--- config.mk ---
export PLATFORM = sky130hd
export DESIGN_NAME = apb_cmd_master
export DESIGN_NICKNAME = d
export VERILOG_FILES = /design/src/rtl/apb_pkg.sv /design/src/rtl/apb_timeout_ctr.sv /design/src/rtl/apb_cmd_master.sv
export SDC_FILE = /design/constraint.sdc
export NUM_CORES = 1
export LEC_CHECK = 0
export CAP_MARGIN = 20
export CORE_UTILIZATION = 36
export CTS_CLUSTER_DIAMETER = 120
export DETAILED_ROUTE_END_ITERATION = 10
export HOLD_SLACK_MARGIN = 0.06
export PLACE_DENSITY = 0.8
export REMOVE_ABC_BUFFERS = 1
export SYNTH_ARGS = -nofsm -noshare
export SYNTH_HDL_FRONTEND = slang
export SYNTH_SLANG_ARGS = --single-unit
--- constraint.sdc ---
create_clock -name clk -period 1.29 [get_ports clk]
set_input_delay 0.387 -clock clk [delete_from_list [all_inputs] [get_ports clk]]
set_output_delay 0.387 -clock clk [all_outputs]
set_load 0.1 [all_outputs]
--- src/rtl/apb_pkg.sv ---
// Shared types for the APB command master: transfer direction, FSM states and
// the timer peripheral register map.
package apb_pkg;

    typedef enum logic {
        READ  = 1'b0,
        WRITE = 1'b1
    } e_rw;

    typedef enum logic [1:0] {
        APB_IDLE,
        APB_SETUP,
        APB_ACCESS
    } e_apb_state;

    localparam logic [31:0] CTR_STATUS_ADDR = 32'h0000_0000;
    localparam logic [31:0] CTR_GOAL_ADDR   = 32'h0000_0001;
    localparam logic [31:0] CTR_CURR_ADDR   = 32'h0000_0002;

endpackage

--- src/rtl/apb_timeout_ctr.sv ---
// ACCESS-phase wait counter for the APB command master; the whole module is
// compiled only when APB_TIMEOUT_EN is defined, matching its sole instantiation.
`ifdef APB_TIMEOUT_EN
module apb_timeout_ctr #(
    parameter int timeoutCycles = 16,
    localparam int CntWidth = $clog2(timeoutCycles + 1)
) (
    input  logic clk,
    input  logic reset,
    input  logic clr,
    input  logic inc,
    output logic expired
);

    logic [CntWidth-1:0] count;

    // Saturates at the limit so a stalled bus cannot wrap the count back to zero.
    always_ff @(posedge clk or negedge reset) begin
        if (!reset) begin
            count <= '0;
        end else if (clr) begin
            count <= '0;
        end else if (inc && !expired) begin
            count <= count + CntWidth'(1);
        end
    end

    assign expired = (count == CntWidth'(timeoutCycles));

endmodule
`endif

--- src/rtl/apb_cmd_master.sv ---
// APB requester: turns a single-beat valid/ready command into an IDLE/SETUP/ACCESS
// transfer with a one-cycle response pulse. Define APB_TIMEOUT_EN to abort stalled ACCESS phases.
module apb_cmd_master
    import apb_pkg::*;
#(
    parameter int addrWidth     = 32,
    parameter int dataWidth     = 8,
    parameter int timeoutCycles = 16
) (
    input  logic                 clk,
    input  logic                 reset,
    input  logic                 cmd_valid,
    output logic                 cmd_ready,
    input  logic                 cmd_write,
    input  logic [addrWidth-1:0] cmd_addr,
    input  logic [dataWidth-1:0] cmd_wdata,
    output logic                 rsp_valid,
    output logic [dataWidth-1:0] rsp_rdata,
    output logic                 rsp_err,
    output logic                 psel,
    output logic                 penable,
    output logic                 pwrite,
    output logic [addrWidth-1:0] paddr,
    output logic [dataWidth-1:0] pwdata,
    input  logic [dataWidth-1:0] prdata,
    input  logic                 pready,
    input  logic                 pslverr
);

    e_apb_state state;
    logic       timeout_hit;

    assign cmd_ready = (state == APB_IDLE);

`ifdef APB_TIMEOUT_EN
    apb_timeout_ctr #(
        .timeoutCycles(timeoutCycles)
    ) u_timeout_ctr (
        .clk    (clk),
        .reset  (reset),
        .clr    (state == APB_SETUP),
        .inc    ((state == APB_ACCESS) && !pready),
        .expired(timeout_hit)
    );
`else
    // No timeout in this build; the expression is always false but keeps the parameter referenced.
    assign timeout_hit = (timeoutCycles < 0);
`endif

    always_ff @(posedge clk or negedge reset) begin
        if (!reset) begin
            state     <= APB_IDLE;
            psel      <= 1'b0;
            penable   <= 1'b0;
            pwrite    <= 1'b0;
            paddr     <= '0;
            pwdata    <= '0;
            rsp_valid <= 1'b0;
            rsp_rdata <= '0;
            rsp_err   <= 1'b0;
        end else begin
            rsp_valid <= 1'b0;
            case (state)
                APB_IDLE: begin
                    psel    <= 1'b0;
                    penable <= 1'b0;
                    if (cmd_valid) begin
                        paddr  <= cmd_addr;
                        pwrite <= cmd_write;
                        pwdata <= cmd_wdata;
                        psel   <= 1'b1;
                        state  <= APB_SETUP;
                    end
                end
                APB_SETUP: begin
                    penable <= 1'b1;
                    state   <= APB_ACCESS;
                end
                APB_ACCESS: begin
                    // pready takes priority over a timeout expiring in the same cycle.
                    if (pready) begin
                        rsp_valid <= 1'b1;
                        rsp_rdata <= (e_rw'(pwrite) == WRITE) ? '0 : prdata;
                        rsp_err   <= pslverr;
                        psel      <= 1'b0;
                        penable   <= 1'b0;
                        state     <= APB_IDLE;
                    end else if (timeout_hit) begin
                        rsp_valid <= 1'b1;
                        rsp_rdata <= '0;
                        rsp_err   <= 1'b1;
                        psel      <= 1'b0;
                        penable   <= 1'b0;
                        state     <= APB_IDLE;
                    end
                end
                default: begin
                    psel    <= 1'b0;
                    penable <= 1'b0;
                    state   <= APB_IDLE;
                end
            endcase
        end
    end

endmodule

==> reports/metrics.cfg <==
[sta]
hold_viol_final = 0
final.setup_skew_ns = 0.00524
worst-slew-pin-transition_ns = 0.293
worst_slack_ns = -0.289
finalSetupViolCount = 65
setup_tns_ns = -12.22
rsz0062_at_grt = yes
drv_slew = 0
max_slew_margin_pct = 80.5
fin_crit_ns = 1.58
period_share_pct = 122
fmax_ghz = 0.633

[cts]
cts-root-buf = clkbuf_8
clock_sinks = 55
cts_tree = built
clk_pin_slew_ns = 0.10
cts_hold_buf = 0
htreeDepth = 2
clk_latency_ns = 0.30
clk_path_buf_depth = 2
cts_inserted_buffers = 5

[grt]
first_global_vias = 1817
grt_max_degree = 56
groute.usage.overall_pct = 20.9
antenna_found_initial = 0
grt_overflow = 0
grt_pass1_wl_um = 9560

[yosys]
synth_top_area_share_pct = 64.7
yosys_warnings = 0
dominantRegCellSynth = dfrtp_1
ys_top_cells_by_area = dfrtp_1 (65%), mux2_2 (25%), nor2b_1 (2.4%)
synthDistinctLibCells = 16
synth_edf_count = 0
yosysMostFrequentCell = dfrtp_1
async_reset_ff_share_pct = 100
yosysSeqAreaShare_pct = 64.7
syn-mean-instance-area_um2 = 16.5
synth_common_cells = dfrtp_1 (55), mux2_2 (48), nor2b_1 (8)
synth_area_um2 = 2130
syn_inst = 129
yosysTopAreaCell = dfrtp_1
synth_seq_cells = 55

[routing]
routed_wl_um = 6590
ant_nets = 0
first_pass_iters = 4
wire_per_inst_um = 18.5
vias = 1650
first_iter_violations = 33
drc = 0
drt-vias-per-instance = 4.63

[final_layout]
final_area_um2 = 4470
area_growth_pct = 110
post-route-util_pct = 79.6
drive_above_1_share_pct = 56.0
diodes = 0
nNetsFinal = 337
fin_cells = 356

[run_status]
failed_checks = negative setup slack
status = complete, but fails checks

[placed_design]
dp_hpwl_um = 3930
placed_cells = 311
dpl-instance-area_um2 = 3860
portBuffers = 107
gp_congestion = 0.743

[floorplanning]
die_h_um = 78.9
row_count = 27
start_util_pct = 38.0
dieArea_um2 = 6220
design.core.area_um2 = 5610
ios = 108
die_w_um = 78.9

[critical_path]
crit_type = flip-flop to flip-flop
critPathArrivalTime_ns = 1.76
critPathRequiredTime_ns = 1.48
crit_path_end_kind = flip-flop
worstPathMaxFanout = 6
crit_path_start_kind = flip-flop

[worst_hold_path]
hp-class = primary input to asynchronous set/reset pin

[run]
drv_cap = 0

## sequential cells by signal, indices dropped and copies added (netlist names)
register   flops
paddr         32
pwdata         8
rsp_rdata      8
state          2
penable        1
psel           1
pwrite         1
rsp_err        1
rsp_valid      1
## metal layers
metal,part of all wire [%],global-route usage (%)
met1,40,24.7
met2,53,37.7
met3,5.5,4.25
met4,1.1,6.73
met5,0,0
## final cells by class
class	count	area [µm²]
Timing Repair Buffer	152	2100
Sequential cell	55	1380
Fill cell	329	1140
Multi-Input combinational cell	68	791
Clock buffer	8	100
Tap cell	72	90.1
Inverter	1	3.75
## timing repair
| item | 4_1_cts | 5_1_grt |
|---|---|---|
| gates resized for setup | 28 | 13 |
| setup buffers | 18 | 14 |
| cloned | 4 | 2 |
| setup endpoints to repair | 87 | 104 |
| pin swaps | 1 | 2 |
## stage by stage
step           setup WS (ns)  hold slack (ns)
6_report              -0.289           0.0756
5_1_grt               -0.318           0.0957
4_1_cts               -0.248           0.0923
3_5_place_dp          -0.585            0.422
3_3_place_gp          -0.540            0.405
2_1_floorplan         -0.841           0.0914
## worst max-delay path, stage by stage (launching register included)
cell and delay, ns:
dfrtp_1 0.41, buf_6 0.13, nor3b_4 0.22, buf_6 0.13, buf_6 0.12, buf_12 0.14
mux2_4 0.31
## path summary, 6_finish.rpt
check / startpoint / to / slack, ns / depth (start not counted)
max: state[0] / paddr[31] / -0.29 / 6
min: reset / rsp_rdata[6] / 0.08 / 2
max reg2reg: state[0] / paddr[31] / -0.29 / 6
min reg2reg: paddr[27] / paddr[27] / 0.58 / 1
max in group asynchronous: reset / paddr[3] / 0.97 / 2
min in group clk: paddr[27] / paddr[27] / 0.58 / 1
## cells by family after synthesis
family,share of synthesized area [%]
AND/OR/NAND/NOR,5.64
AO/OA/AOI/OAI,0.588
buffers and inverters,2.65
multiplexers,26.5
flip-flops,64.7
## cell usage in the layout, fill, tap and decap left out, types with 2 or more instances in the layout
cell,count
buf_12,56
nor2b_1,8
clkdlybuf4s50_1,51
buf_16,4
dfrtp_1,54
buf_4,28
mux2_2,25
clkbuf_8,7
mux2_4,23
buf_6,10
mux2_1,2
Power is not shown: default switching activity piles up to over one toggle a cycle in this logic, so the estimate is an artifact.
==> RTL edit, RTL diff (config.mk and constraints unchanged) <==
`dataWidth`: 8 -> 7.
--- a/src/rtl/apb_cmd_master.sv
+++ b/src/rtl/apb_cmd_master.sv
@@ -6,3 +6,3 @@
     parameter int addrWidth     = 32,
-    parameter int dataWidth     = 8,
+    parameter int dataWidth     = 7,
     parameter int timeoutCycles = 16
Interface: changed (resized cmd_wdata, prdata, pwdata and rsp_rdata); port bits go from 108 to 104. No check against the original RTL was run, so the function may have changed too.
==> RTL edit against the original RTL <==
The flow still finishes with violations (negative setup slack). Via count increased by 3.4%. Cell count decreased by 1.1%. Sequential cell count decreased by 2. Critical path depth unchanged. Wire length increased by 17%. Synthesized cell count decreased by 3.9%. Count of clock-buffer cells in the layout decreased by 2. Maximum frequency decreased by 0.77%. Worst setup slack got worse by 12 ps. Synthesized area decreased by 3.5%. Final area decreased by 0.87%. Critical path type unchanged.
Power is not shown: default switching activity piles up to over one toggle a cycle in this logic, so the estimate is an artifact.
==> RTL edit: results <==
export IMPL_synthMuxAreaShare_pct=26.3
export IMPL_tightest_slew_ps=280
export IMPL_post_cts_buffers=16
export IMPL_violations="negative setup slack"
export IMPL_ys_types=15
export IMPL_grt_met1_usage_pct=28.3
export IMPL_critical_path_arrival_ps=1790
export IMPL_layout_drive_gt1_share_pct=58.6
export IMPL_final_cells=352
export IMPL_drtIter0Drc=54
export IMPL_multi_input_area_share_pct=18.7
export IMPL_fill_cells=262
export IMPL_synthCells=124
export IMPL_comb_multi_input_count=65
export IMPL_setup_tns_ps=-12030
export IMPL_startpoint="state[1]"
export IMPL_status="finished with violations"
export IMPL_grt_pass1_wl_mm=10.3
export IMPL_grt_max_degree=54
export IMPL_fin_skew_ps=15.3
export IMPL_nClkBuffers=6
export IMPL_buf_share_pct=47.1
export IMPL_fin_ws_ps=-301
export IMPL_grtUsageMet2_pct=39.5
export IMPL_post_place_cells=301
export IMPL_setup_viol=83
export IMPL_crit_end="paddr[21]"
export IMPL_synth_seq_area_share_pct=64.6
export IMPL_dp_hpwl_mm=3.69
-- RTL edit: cell types whose count changed in the layout (fill, tap and decap cells not counted), sizes merged --
cell | unedited run | this run
clkbuf | 9 | 8
clkdlybuf4s50 | 51 | 48
dlygate4sd2 | 1 | 2
dfrtp | 55 | 53
clkinvlp | 0 | 2
buf | 99 | 101
nor2b | 8 | 7
mux2 | 50 | 48
-- RTL edit: routing by layer --
| layer | vias up | share of wire (%) |
|---|---|---|
| met3 | 23 | 6.5 |
| met1 | 854 | 40 |
| met2 | 92 | 50 |
| li1 | 737 | - |
| met4 | 0 | 3.7 |
| met5 | - | 0 |
-- RTL edit: metrics by stage --
| step | hold WS [ps] | util, % | instance area, µm² |
|---|---|---|---|
| 2_1_floorplan | 91.4 | - | 2000 |
| 6_report | 51.9 | 80.4 | 4430 |
| 3_5_place_dp | 406 | 67.4 | 3710 |
| 4_1_cts | 79.2 | 75.1 | 4140 |
| 3_3_place_gp | 402 | 67.4 | 3710 |
| 5_1_grt | 72.9 | 80.4 | 4430 |
